[src/rtl/icache_line_filler_pkg.sv]
// Shared definitions for the instruction-cache line filler, cache and memory arbiter.
package icache_line_filler_pkg;

  typedef enum logic [1:0] {
    ST_IDLE  = 2'd0,
    ST_FETCH = 2'd1,
    ST_DONE  = 2'd2
  } fill_state_e;

  // Bytes per cache line for a given log2 block size.
  function automatic int unsigned line_bytes(input int unsigned block_width);
    return 32'(1) << block_width;
  endfunction

  localparam int unsigned BLOCK_WIDTH_DEF = 4;
  localparam int unsigned LINE_BYTES      = line_bytes(BLOCK_WIDTH_DEF);
  localparam int unsigned RAM_RD_LATENCY  = 1;

endpackage

[src/rtl/icache_line_filler.sv]
// Fetches one aligned cache line from byte-wide RAM and returns it to the icache
// with a one-cycle valid pulse.
module icache_line_filler
  import icache_line_filler_pkg::*;
#(
  parameter int unsigned ADDR_WIDTH  = 17,
  parameter int unsigned BLOCK_WIDTH = 4,
  parameter int unsigned LINE_WIDTH  = 128
) (
  input  logic                  clk,
  input  logic                  rst_n,
  input  logic                  rdy,
  input  logic                  flush,
  input  logic                  req_valid,
  input  logic [ADDR_WIDTH-1:0] req_addr,
  output logic                  req_ready,
  output logic                  line_valid,
  output logic [LINE_WIDTH-1:0] line_data,
  output logic [ADDR_WIDTH-1:0] mem_a,
  output logic                  mem_wr,
  input  logic [7:0]            mem_din
);

  localparam int unsigned NBYTES = line_bytes(BLOCK_WIDTH);
  localparam int unsigned CW     = BLOCK_WIDTH + 1;

  fill_state_e                 state, state_d;
  logic [ADDR_WIDTH-1:0]       base;
  logic [CW-1:0]               issue_cnt;
  logic [BLOCK_WIDTH-1:0]      recv_cnt;
  logic                        issued_q;
  logic [RAM_RD_LATENCY-1:0]   rd_pipe;
  logic                        accept_c;
  logic                        issue_c;
  logic                        capture_c;

  assign mem_wr = 1'b0;

  always_ff @(posedge clk or negedge rst_n) begin
    if (!rst_n) state <= ST_IDLE;
    else        state <= state_d;
  end

  // Next state plus the accept / issue / capture strobes; flush overrides everything.
  always_comb begin
    state_d   = state;
    accept_c  = 1'b0;
    issue_c   = 1'b0;
    capture_c = 1'b0;
    case (state)
      ST_IDLE: begin
        if (req_valid && rdy) begin
          accept_c = 1'b1;
          state_d  = ST_FETCH;
        end
      end
      ST_FETCH: begin
        issue_c   = rdy && (issue_cnt < CW'(NBYTES));
        capture_c = rd_pipe[RAM_RD_LATENCY-1];
        if (capture_c && (recv_cnt == BLOCK_WIDTH'(NBYTES - 1))) state_d = ST_DONE;
      end
      ST_DONE:  state_d = ST_IDLE;
      default:  state_d = ST_IDLE;
    endcase
    if (flush) begin
      state_d   = ST_IDLE;
      accept_c  = 1'b0;
      issue_c   = 1'b0;
      capture_c = 1'b0;
    end
  end

  // Issue counter, RAM address, read-latency tracking and byte-lane assembly.
  always_ff @(posedge clk or negedge rst_n) begin
    if (!rst_n) begin
      req_ready  <= 1'b1;
      line_valid <= 1'b0;
      line_data  <= '0;
      mem_a      <= '0;
      base       <= '0;
      issue_cnt  <= '0;
      recv_cnt   <= '0;
      issued_q   <= 1'b0;
      rd_pipe    <= '0;
    end else begin
      req_ready  <= (state_d == ST_IDLE);
      line_valid <= (state_d == ST_DONE);
      issued_q   <= issue_c;
      // Capture strobe trails the issue by the RAM read latency.
      if (flush) rd_pipe <= '0;
      else       rd_pipe <= (rd_pipe << 1) | RAM_RD_LATENCY'(issued_q);
      if (accept_c) begin
        base      <= req_addr & ~ADDR_WIDTH'(NBYTES - 1);
        issue_cnt <= '0;
        recv_cnt  <= '0;
      end
      if (issue_c) begin
        mem_a     <= base + ADDR_WIDTH'(issue_cnt);
        issue_cnt <= issue_cnt + CW'(1);
      end
      if (capture_c) begin
        line_data[{recv_cnt, 3'd0} +: 8] <= mem_din;
        recv_cnt                         <= recv_cnt + BLOCK_WIDTH'(1);
      end
    end
  end

endmodule

[config.mk]
export PLATFORM = sky130hd
export DESIGN_NAME = icache_line_filler
export DESIGN_NICKNAME = d
export VERILOG_FILES = /design/src/rtl/icache_line_filler_pkg.sv /design/src/rtl/icache_line_filler.sv
export SDC_FILE = /design/constraint.sdc
export NUM_CORES = 1
export LEC_CHECK = 0
export BUFFER_PORTS_ARGS = -buffer_cell sky130_fd_sc_hd__buf_4
export CORE_UTILIZATION = 30
export CTS_CLUSTER_DIAMETER = 40
export DETAILED_ROUTE_END_ITERATION = 6
export SLEW_MARGIN = 30
export SYNTH_ARGS = -nofsm -noshare
export SYNTH_HDL_FRONTEND = slang
export SYNTH_SLANG_ARGS = --single-unit
[constraint.sdc]
create_clock -name clk -period 4.95 [get_ports clk]
set_clock_uncertainty 0.05 [all_clocks]
set_input_delay 0.495 -clock clk [delete_from_list [all_inputs] [get_ports clk]]
set_output_delay 0.495 -clock clk [all_outputs]
set_load 0.005 [all_outputs]
Word-level counts from Yosys, hierarchy flattened:

Cells that the tools add are included.
Widths: inputs -> output; s select.

* bits in registers: 173
* input port bits: 30
* output and inout port bits: 148
* logic and storage cells: 44

* add/subtract/negate cells: 4
* magnitude comparators: 1
* equal/unequal tests: 3
* shift-type cells: 2
* muxes and demuxes: 17
* reductions and logical operators: 7

Operators with widths (count)
* $bwmux 128: 1
* $shift 8x9->128 const A: 1
* $shiftx 8x9->128: 1
* $add 17x5->17: 1
* $mux 5: 2
* $neg 7->9: 1
* $mux 1: 8
* $mux 4: 2
* $mux 2: 3
* $add 5x1->5 const B: 1
* $lt 5x5->1 const B: 1
* $add 4x1->4 const B: 1
* $eq 4x4->1 const B: 1
* $logic_not 2->1: 2
* $pmux 2 s2: 1
* $reduce_bool 2->1: 2
* $logic_and 1x1->1: 3
* $eq 2x1->1 const B: 1
* $eq 2x2->1 const B: 1

Logic depth before layout (Yosys ltp):

Gate-level depths: netlist (run 1).

* depth in word-level cells: 6
* depth in mapped cells: 9
* depth with buffers taken out: 6

Least setup slack after synthesis (run 1):

Ideal clock, no wire load.

* path kind: register -> register
* from: reg recv_cnt[1]
* to: reg line_data[56]
* library setup time: 0.125 ns
* data arrival time: 2.244 ns
* data required time: 4.775 ns
* slack: 2.532 ns
* stages on the path, launching flop included: 9
* path buffers: 2
* cells stage by stage: dfrtp_1 > clkbuf_1 > inv_1 > ha_1 > clkbuf_1 > nor2b_1 > mux2i_1 > nor2_2 > mux2_2

* cells in the longest elaborated chain, start to end: 3
* elaborated cells between the ends (all ways): 4
* classes of those cells: 1 x add/sub; 2 x shift; 1 x mux

Ends and longest elaborated chain
* from (decl): RTL line icache_line_filler.sv:30 `logic [BLOCK_WIDTH-1:0] recv_cnt;`
* from (signal assigned): RTL line icache_line_filler.sv:103 `recv_cnt <= recv_cnt + BLOCK_WIDTH'(1);`
* $neg 7->9 *: RTL line icache_line_filler.sv:102 `line_data[{recv_cnt, 3'd0} +: 8] <= mem_din;`
* $shiftx 8x9->128 / $shift 8x9->128 (equally long branches): RTL line icache_line_filler.sv:102
* $bwmux 128 *: RTL line icache_line_filler.sv:102
* to (signal, indexed assignment): RTL line icache_line_filler.sv:102
* to (decl): RTL line icache_line_filler.sv:18 `output logic [LINE_WIDTH-1:0] line_data,`

Mark *: on every way between the ends. The rest lies on a longest branch, timed or not.
A chain may end at the register's enable or synchronous reset.

Worst setup path in the final report (run 1):

* from: reg recv_cnt[0]
* to: reg line_data[0]

The elaborated chain is that of the path after synthesis.

==> metrics.md, run 1 <==
| Metric | Value |
|---|---|
| Max Clock Freq | 0.330 GHz |
| Clk root buf | clkbuf_16 |
| GR Overflow Total | 0 |
| Sequential-to-total area share from yosys stat | 0.606 |
| Setup fix buffers added after clock tree synthesis | 0 |
| Die W | 156 µm |
| Clock latency on the worst-skew pair | 0.41 ns |
| Gr usage total | 0.147 |
| Post-route ant nets | 0 |
| Critical setup path kind | reg2reg |
| H-tree Lvls | 4 |
| CP endpoint kind | flip-flop |
| Synth Cell Area | 7150 µm² |
| Syn_nets | 547 |
| Worst min-delay path class | in2async |
| WP buf/inv | 1 |
| Nets | 713 |
| GPL Wtd Cong | 0.764 |
| Final hold slack | 0.0759 ns |
| Critical path arrival | 3.28 ns |
| Fin Setup TNS | 0 ns |
| 1st-pass router iterations | 6 |
| N_diodes | 0 |
| Worst-margin pin slew | 0.834 ns |
| Cell row count | 56 |
| Reg2reg start | recv_cnt[0] |
| Fin area | 9330 µm² |
| Dpl hpwl | 11,600 µm |
| Cell variety after synth | 50 |
| Area Overhead vs Synth | 30.4% |
| Post-layout minimum cycle time | 3.03 ns |
| Startpoint types | flip-flop |
| Cell Count, Final, Fillers Out | 1,009 |
| Endpoints failing hold | 0 |
| First-pass GRT wire length | 27,000 µm |
| CP required | 5.19 ns |
| CTS tree | yes |
| Post-synthesis area per instance | 14.0 µm² |
| Die Ht | 156 µm |
| Num ports | 178 |
| R2r setup slk | 1.92 ns |
| Top cell family by delay on the critical path | simple AND/OR/NAND/NOR gates |
| Met2 routed WL | 8140 µm |
| Slew Limit Headroom | 0.444 |
| Synthesis Warnings | 0 |
| Register area | 4330 µm² |
| Largest net degree at the start of global routing | 109 |
| Total die area | 24,500 µm² |
| Status | finished, final reports clean |
| #FFs+latches synth | 173 |
| Critical Path, Cell by Cell | inv_1 > ha_1 > nor3_2 > nor4b_4 > mux2_2 |
| Vias | 4,541 |
| Met1 WL | 7730 µm |
| Setup crit start | recv_cnt[0] |
| Initial DRC Count | 160 |
| Starting Density | 0.306 |
| Most frequent cells in the layout | 172 x dfrtp_1, 172 x buf_4, 141 x mux2_2 |
| Routed Wire Length | 17,000 µm |
| Hold Buf Count CTS | 0 |
| Slowest cell on the critical path | dfrtp_1 |
| DRC errors left | 0 |
| CTS Sinks | 173 |
| Power density cells | 335 nW/µm² |
| CTS clk-pin slew, worst paths | 0.07 ns |
| Period utilization | 0.612 |
| Max VDD drop | 0.000191 V |
| CTS Buf Count | 17 |
| Highest metal used | met4 |
| Routed wl met3 | 993 µm |
| Final Util | 0.399 |
| Initial antenna violation count | 0 |
| Max-cap viol count | 0 |
| R2R cell count | 5 |
| Max Slew Vio Count | 0 |
| Synth Instances | 511 |
| CTS resizes | 0 |
| Final setup fails | 0 |
| Vias in the first global route | 4,577 |
| Fill count | 2,314 |
| Core ar. | 23,400 µm² |
| Largest stage delay, worst path | 0.72 ns |
| Crit path max fanout | 20 |
| Wire length per cell | 16.8 µm |
| RSZ-0062 raised after global routing | no |
| Share of layout cells above drive strength 1 | 0.526 |
| Pleak | 0.00476 µW |
| Port Buffers | 172 |
| Placed cell areas | 8750 µm² |
| Placed cells | 977 |
| Area of the multi-input gates | 2670 µm² |
| Vias per cell | 4.50 |
| CTS Buffer Depth | 2 |
| R2r endpoint | line_data[0] |
==> worst max path at each step <==
stage                     to  depth (start not counted)
3_3_place_gp   line_data[38]                          5
4_1_cts        line_data[33]                          5
3_5_place_dp   line_data[35]                          5
6_report        line_data[0]                          5
2_1_floorplan  line_data[56]                          8
5_1_grt        line_data[33]                          5
==> logic make-up after synthesis <==
family	count (synthesis)	share of synthesized area
fa+ha+maj	6	0.0105
simple gates	109	0.0854
flops	173	0.606
compound gates	34	0.0334
buf+inv	32	0.0208
other cells	1	0.000524
mux	145	0.230
xor+xnor	11	0.0135
==> flip-flops by register name, summed over array words and instances, names as in the netlist <==
name	flops
base	13
issue_cnt	5
issued_q	1
line_data	128
line_valid	1
mem_a	17
rd_pipe	1
recv_cnt	4
req_ready	1
state	2
==> power by group <==
part	total [µW]	switching, µW	internal [µW]
combinational	249	117	133
clock	1320	548	773
sequential	1550	57.0	1490
total	3120	722	2400
==> synth_stat cells, drive strengths merged <==
cell / n / area share
dfrtp: 172 / 0.60
mux2: 143 / 0.23
nand2: 35 / 0.018
o21ai: 20 / 0.015
buf: 19 / 0.014
nor2: 14 / 0.0094
nand3: 11 / 0.0077
and2: 10 / 0.0087
and3: 10 / 0.0087
xor2: 9 / 0.011
clkbuf: 8 / 0.0042
ha: 6 / 0.010
nand4: 5 / 0.0044
inv: 4 / 0.0021
nor2b: 4 / 0.0035
nor4b: 4 / 0.0070
a21oi: 3 / 0.0052
a22o: 3 / 0.0037
a31oi: 3 / 0.0026
nor3: 3 / 0.0028
and4: 2 / 0.0025
mux2i: 2 / 0.0045
nand2b: 2 / 0.0017
or2: 2 / 0.0017
or3: 2 / 0.0017
or3b: 2 / 0.0028
xnor2: 2 / 0.0025
a21o: 1 / 0.0011
a311oi: 1 / 0.0012
a41oi: 1 / 0.0012
and3b: 1 / 0.0012
clkinv: 1 / 0.00070
conb: 1 / 0.00052
dfstp: 1 / 0.0037
nand4bb: 1 / 0.0016
nor4bb: 1 / 0.0014
o2111ai: 1 / 0.0021
o211ai: 1 / 0.0017
==> cell type report <==
| cell class | count | area share |
|---|---|---|
| flip-flops and latches | 173 | 0.464 |
| multi-input cells | 306 | 0.286 |
| repair buffers | 174 | 0.142 |
| clock buffers | 23 | 0.0502 |
| well taps | 319 | 0.0428 |
| clock inverters | 9 | 0.0119 |
| inverters | 5 | 0.00215 |
==> through the flow <==
stage	setup WS [ns]	power (µW)
after global placement	1.86	1830
after CTS	1.90	3180
after detailed placement	1.92	1840
final	1.92	3120
after global routing	1.65	3280
after floorplan	2.53	1680
==> layer usage <==
layer  global-route usage  up-vias
li1                     -     2139
met1                0.193     2281
met3               0.0496        5
met5                    0        -
met4               0.0308        0
met2                0.233      116
Note: power is estimated with default switching activity, not from simulation.
==> run 2: changes to the inputs <==
clock period = 2.6 ns   (was 4.95 ns; I/O delays follow)
==> run 2 against run 1 <==
  * Flip-flop and latch count unchanged
  * Highest routed layer unchanged
  * Combinational power increased by 95%
  * Final area grew 1.2%
  * Via count is 1.3% higher
  * Maximum frequency is 28% higher
==> metrics.md, run 2 (same netlist as run 1, synthesis figures left out) <==
| Metric | Value |
|---|---|
| Most frequent cells in the layout | 184 x buf_4, 172 x dfrtp_1, 141 x mux2_2 (was 172 x dfrtp_1, 172 x buf_4, 141 x mux2_2) |
| Most flops, register | line_data (unchanged) |
| GR peak layer | met2 (unchanged) |
| CTS tree | yes (unchanged) |
| R2r endpoint | line_data[48] (was line_data[0]) |
| Worst-margin pin slew | 0.567 ns (was 0.834 ns) |
| Pleak | 0.00484 µW (was 0.00476 µW) |
| Power density cells | 627 nW/µm² (was 335 nW/µm²) |
| Max Clock Freq | 0.422 GHz (was 0.330 GHz) |
| Hold Path End | base[7] |
| Crit path max fanout | 9 (was 20) |
| Fin Setup TNS | 0 ns (unchanged) |
| H-tree Lvls | 4 (unchanged) |
| Clk root buf | clkbuf_16 (unchanged) |
| GR Overflow Total | 0 (unchanged) |
| Num ports | 178 (unchanged) |
| GR Layer Usage met3 | 0.0454 (was 0.0496) |
| Die Ht | 156 µm (unchanged) |
| Clock latency on the worst-skew pair | 0.41 ns (about the same) |
| Hold path start | req_addr[7] |
| Max-cap viol count | 0 (unchanged) |
| Met2 GRT Util | 0.236 (was 0.233) |
| 1st-pass router iterations | 4 (was 6) |
| Final setup fails | 0 (unchanged) |
| DRC errors left | 0 (unchanged) |
| Max reg flops | 128 (unchanged) |
| Largest net degree at the start of global routing | 65 (was 109) |
| Register area | 4330 µm² (unchanged) |
| Area of the multi-input gates | 2670 µm² (about the same) |
| CTS Sinks | 173 (unchanged) |
| Initial DRC Count | 131 (was 160) |
| Worst min-delay path class | in2reg (was in2async) |
| Status | finished, final reports clean (unchanged) |
| Vias in the first global route | 4,708 (was 4,577) |
| Share of layout cells above drive strength 1 | 0.536 (was 0.526) |
| Wire length per cell | 16.9 µm (was 16.8 µm) |
| RSZ-0062 raised after global routing | no (unchanged) |
| Endpoints failing hold | 0 (unchanged) |
| Dpl hpwl | 12,000 µm (was 11,600 µm) |
| GPL Wtd Cong | 0.755 (was 0.764) |
| Fill count | 2,286 (was 2,314) |
| Initial antenna violation count | 0 (unchanged) |
| R2R cell count | 6 (was 5) |
| Die W | 156 µm (unchanged) |
| Slew Limit Headroom | 0.612 (was 0.444) |
| Port Buffers | 172 (unchanged) |
| Vias per cell | 4.50 (about the same) |
| Starting Density | 0.306 (unchanged) |
| Post-route ant nets | 0 (unchanged) |
| Hold Path Cell Cnt | 2 |
| Reg2reg start | recv_cnt[0] (unchanged) |
| Routed Wire Length | 17,200 µm (was 17,000 µm) |
| Max Slew Vio Count | 0 (unchanged) |
| CTS Buffer Depth | 2 (unchanged) |
| Period utilization | 0.911 (was 0.612) |
| First-pass GRT wire length | 27,200 µm (was 27,000 µm) |
| CTS clk-pin slew, worst paths | 0.07 ns (about the same) |
| CTS Buf Count | 17 (unchanged) |
| Most common cell after layout, fill and taps aside | buf_4 |
| Max VDD drop | 0.000380 V (was 0.000191 V) |
| Final Util | 0.403 (was 0.399) |
| Area Overhead vs Synth | 32.0% (was 30.4%) |
| CP endpoint kind | flip-flop (unchanged) |
| Post-layout minimum cycle time | 2.37 ns (was 3.03 ns) |
| Met1 Use GR | 0.194 (was 0.193) |
| Core ar. | 23,400 µm² (unchanged) |
| Total die area | 24,500 µm² (unchanged) |
| R2r setup slk | 0.23 ns (was 1.92 ns) |
| Gr usage total | 0.148 (was 0.147) |
| Top flop regs | line_data (128), mem_a (17), base (13) (unchanged) |
| CP required | 2.86 ns (was 5.19 ns) |
| Startpoint types | flip-flop (unchanged) |
| Cell row count | 56 (unchanged) |
| Critical setup path kind | reg2reg (unchanged) |
| Vias | 4,601 (was 4,541) |
| Critical path arrival | 2.63 ns (was 3.28 ns) |
| N_diodes | 0 (unchanged) |
| Nets | 728 (was 713) |
[run 2: timing repair]
action                                  in CTS  in global routing
gates resized for setup                      0                  1
hold endpoints to repair                    36                  0
endpoints found under the setup margin       0                  8
buffers inserted                             0                  0
hold buffers                                 2                  0
[run 2: layout make-up]
| class | instances | area share |
|---|---|---|
| sequential | 173 | 0.459 |
| multi-input combinational | 306 | 0.283 |
| timing repair buffer | 189 | 0.154 |
| clock buffer | 20 | 0.0473 |
| tap | 319 | 0.0423 |
| clock inverter | 10 | 0.0125 |
| inverter | 5 | 0.00212 |
[run 2: metal layers]
| metal | vias to the layer above | share of wire |
|---|---|---|
| met5 | - | 0 |
| met4 | 0 | 0.0089 |
| met3 | 11 | 0.057 |
| met2 | 115 | 0.48 |
| met1 | 2322 | 0.46 |
| li1 | 2153 | - |
[run 2: how the worst max path moves through the flow]
| stage | slack (ns) | cells past startpoint | startpoint | end |
|---|---|---|---|---|
| after global placement | 0.16 | 6 | recv_cnt[0] | line_data[70] |
| after floorplan | 0.18 | 8 | recv_cnt[1] | line_data[56] |
| after global routing | 0.04 | 6 | recv_cnt[0] | line_data[52] |
| after CTS | 0.13 | 6 | recv_cnt[0] | line_data[69] |
| after detailed placement | 0.16 | 6 | recv_cnt[0] | line_data[65] |
| final | 0.23 | 6 | recv_cnt[0] | line_data[48] |
[run 2: worst max-delay path, stage by stage, from the launching register on]
cell and delay (ns):
dfrtp_1 0.35, inv_1 0.07, ha_1 0.30, nor2b_1 0.35, mux2i_1 0.29, nor2_2 0.46
mux2_2 0.39
[run 2: power by group]
part	internal [µW]	switching [µW]	total, µW
sequential	2840	108	2950
combinational	261	224	485
clock	1430	1050	2490
[run 2: stage by stage]
step | cell area, µm² | hold slack, ns | total power, µW | setup slack (ns) | std cells
2_1_floorplan | 7150 | -0.0856 | 3190 | 0.182 | 511
3_3_place_gp | 8850 | 0.146 | 3490 | 0.156 | 990
4_1_cts | 9440 | 0.00414 | 6030 | 0.132 | 1022
3_5_place_dp | 8850 | 0.152 | 3500 | 0.160 | 990
5_1_grt | 9440 | 0.00147 | 6210 | 0.0425 | 1022
6_report | 9440 | 0.0238 | 5920 | 0.232 | 1022
==> run 3: changes to the inputs <==
CELL_PAD_IN_SITES_DETAIL_PLACEMENT = 1   (was unset)
CELL_PAD_IN_SITES_GLOBAL_PLACEMENT = 2   (was unset)
PLACE_DENSITY_LB_ADDON = 0.1   (was unset)
==> run 3 against run 2 <==
  * First-iteration DRC count grew 2.3%
  * Utilization grew 0.14 points
  * Largest cell class unchanged
  * Power grew 0.79%
  * Worst hold slack lost 0.0034 ns
  * Global-route usage grew 1.7 points
  * Worst setup slack lost 0.020 ns
  * Critical path depth grew 1
  * Highest routed layer unchanged
  * Routed wire length grew 9.0%
  * Maximum frequency shrank 0.83%
  * Clock power is essentially flat
  * Register-to-register slack gained 0.02 ns
  * Non-clock buffer count grew 1
==> metrics.md, run 3 (same netlist as run 1, synthesis figures left out) <==
| Metric | Value |
|---|---|
| N_diodes | 0 (unchanged) |
| Nets | 729 (was 728) |
| Worst-margin pin slew | 0.792 ns (was 0.567 ns) |
| Startpoint types | input pin (was flip-flop) |
| Most flops, register | line_data (unchanged) |
| Share of total power in the clock network | 0.422 (was 0.420) |
| Worst min-delay path class | in2reg (unchanged) |
| Placement Setup Slack | 0.112 ns (was 0.160 ns) |
| CP required | 2.85 ns (was 2.86 ns) |
| Status | finished, final reports clean (unchanged) |
| Vias per cell | 4.61 (was 4.50) |
| Period utilization | 0.918 (was 0.911) |
| Port Buffers | 172 (unchanged) |
| Hold Path Cell Cnt | 2 (unchanged) |
| Vias in the first global route | 5,159 (was 4,708) |
| CTS Sinks | 173 (unchanged) |
| First-pass GRT wire length | 30,200 µm (was 27,200 µm) |
| Max Clock Freq | 0.419 GHz (was 0.422 GHz) |
| P_sw | 1420 µW (was 1380 µW) |
| Slew Limit Headroom | 0.472 (was 0.612) |
| Sequential Power Share | 0.495 (was 0.498) |
| Gr usage total | 0.165 (was 0.148) |
| Pleak | 0.00485 µW (was 0.00484 µW) |
| Largest net degree at the start of global routing | 83 (was 65) |
| RSZ-0062 raised after global routing | no (unchanged) |
| Most common cell after layout, fill and taps aside | buf_4 (unchanged) |
| Dpl hpwl | 13,400 µm (was 12,000 µm) |
| CTS tree | yes (unchanged) |
| Starting Density | 0.306 (unchanged) |
| Most frequent cells in the layout | 182 x buf_4, 172 x dfrtp_1, 141 x mux2_2 (was 184 x buf_4, 172 x dfrtp_1, 141 x mux2_2) |
| CTS Buf Count | 17 (unchanged) |
| GR Overflow Total | 0 (unchanged) |
| Combinational power share | 0.084 (was 0.082) |
| R2R cell count | 6 (unchanged) |
| Critical path arrival | 2.64 ns (was 2.63 ns) |
| Power density cells | 630 nW/µm² (was 627 nW/µm²) |
| Hold Path End | base[11] (was base[7]) |
| Cell row count | 56 (unchanged) |
| CP endpoint kind | flip-flop (unchanged) |
| Max VDD drop | 0.000321 V (was 0.000380 V) |
| Initial antenna violation count | 0 (unchanged) |
| Hold path start | req_addr[11] (was req_addr[7]) |
| Post-route ant nets | 0 (unchanged) |
| Endpoints failing hold | 0 (unchanged) |
| Switching share of power | 0.237 (was 0.234) |
| Max reg flops | 128 (unchanged) |
| Clock latency on the worst-skew pair | 0.42 ns (was 0.41 ns) |
| R2r endpoint | line_data[64] (was line_data[48]) |
| Vias | 4,720 (was 4,601) |
| R2r setup slk | 0.25 ns (was 0.23 ns) |
| Post-layout minimum cycle time | 2.39 ns (was 2.37 ns) |
| Die Ht | 156 µm (unchanged) |
| Fin Setup TNS | 0 ns (unchanged) |
| Wire length per cell | 18.3 µm (was 16.9 µm) |
| GPL Wtd Cong | 0.784 (was 0.755) |
| Clk root buf | clkbuf_16 (unchanged) |
| Crit path max fanout | 8 (was 9) |
| Max Slew Vio Count | 0 (unchanged) |
| DRC errors left | 0 (unchanged) |
| Final worst setup slack | 0.212 ns (was 0.232 ns) |
| Routed Wire Length | 18,800 µm (was 17,200 µm) |
| Die W | 156 µm (unchanged) |
| Top flop regs | line_data (128), mem_a (17), base (13) (unchanged) |
| Internal power | 4550 µW (was 4540 µW) |
| Total die area | 24,500 µm² (unchanged) |
| Final setup fails | 0 (unchanged) |
| Placed cells | 988 (was 990) |
| Critical setup path kind | in2reg (was reg2reg) |
| Share of layout cells above drive strength 1 | 0.535 (was 0.536) |
| Cell Count, Final, Fillers Out | 1,024 (was 1,022) |
| Core ar. | 23,400 µm² (unchanged) |
| 1st-pass router iterations | 4 (unchanged) |
| Reg2reg start | recv_cnt[0] (unchanged) |
| Initial DRC Count | 134 (was 131) |
| Setup fix buffers added after clock tree synthesis | 0 (unchanged) |
| Area Overhead vs Synth | 32.5% (was 32.0%) |
| CTS Buffer Depth | 2 (unchanged) |
| CTS clk-pin slew, worst paths | 0.07 ns (about the same) |
| Num ports | 178 (unchanged) |
| H-tree Lvls | 4 (unchanged) |
| Final Util | 0.405 (was 0.403) |
| Max-cap viol count | 0 (unchanged) |
==> run 3: how the worst max path moves through the flow <==
stage | cells past startpoint | slack [ns] | to | startpoint
3_5_place_dp | 6 | 0.11 | line_data[64] | recv_cnt[0]
2_1_floorplan | 8 | 0.18 | line_data[56] | recv_cnt[1]
4_1_cts | 6 | 0.11 | line_data[64] | recv_cnt[0]
6_report | 7 | 0.21 | line_data[29] | flush
5_1_grt | 6 | 0.08 | line_data[71] | recv_cnt[0]
3_3_place_gp | 6 | 0.14 | line_data[68] | recv_cnt[0]
==> run 3: critical path, cell delays in order <==
cell and delay, ns:
dlygate4sd3_1 0.56, buf_4 0.16, nor4bb_1 0.34, buf_4 0.23, nand2_1 0.17, nor2_2 0.52, mux2_2 0.40
==> run 3: repair_timing <==
action                                  4_1_cts  5_1_grt
endpoints found under the hold margin        82        1
resized for setup                             0        1
hold buffers                                  4        1
endpoints found under the setup margin        0        8
==> run 3: layout make-up <==
cell class                      instances  area (µm²)
Fill cell                            2497       13900
Sequential cell                       173        4330
Multi-Input combinational cell        306        2680
Inverter                                5        20.0
Clock buffer                           19         443
Clock inverter                         12         138
Timing Repair Buffer                  190        1470
Tap cell                              319         399
==> run 3: power by group through the flow <==
stage	logic [µW]	registers [µW]	clock network, µW
final	499	2950	2520
after floorplan	197	2990	0
after CTS	515	2960	2610
after global placement	496	2990	0
after detailed placement	509	3010	0
after global routing	570	2980	2740
==> run 3: metal layers <==
layer | global-route usage | up-vias | share of wire
li1 | - | 2160 | -
met1 | 0.208 | 2438 | 0.43
met2 | 0.278 | 102 | 0.51
met3 | 0.0446 | 20 | 0.045
met4 | 0.0476 | 0 | 0.014
met5 | 0 | - | 0
==> run 3: through the flow <==
step / power, µW / hold slack [ns] / instance area (µm²)
floorplan: 3190 / -0.0856 / 7150
global placement: 3490 / 0.320 / 8840
detailed placement: 3520 / 0.329 / 8840
CTS: 6080 / 0.00312 / 9460
global route: 6280 / 0.00125 / 9470
finish: 5970 / 0.0204 / 9470
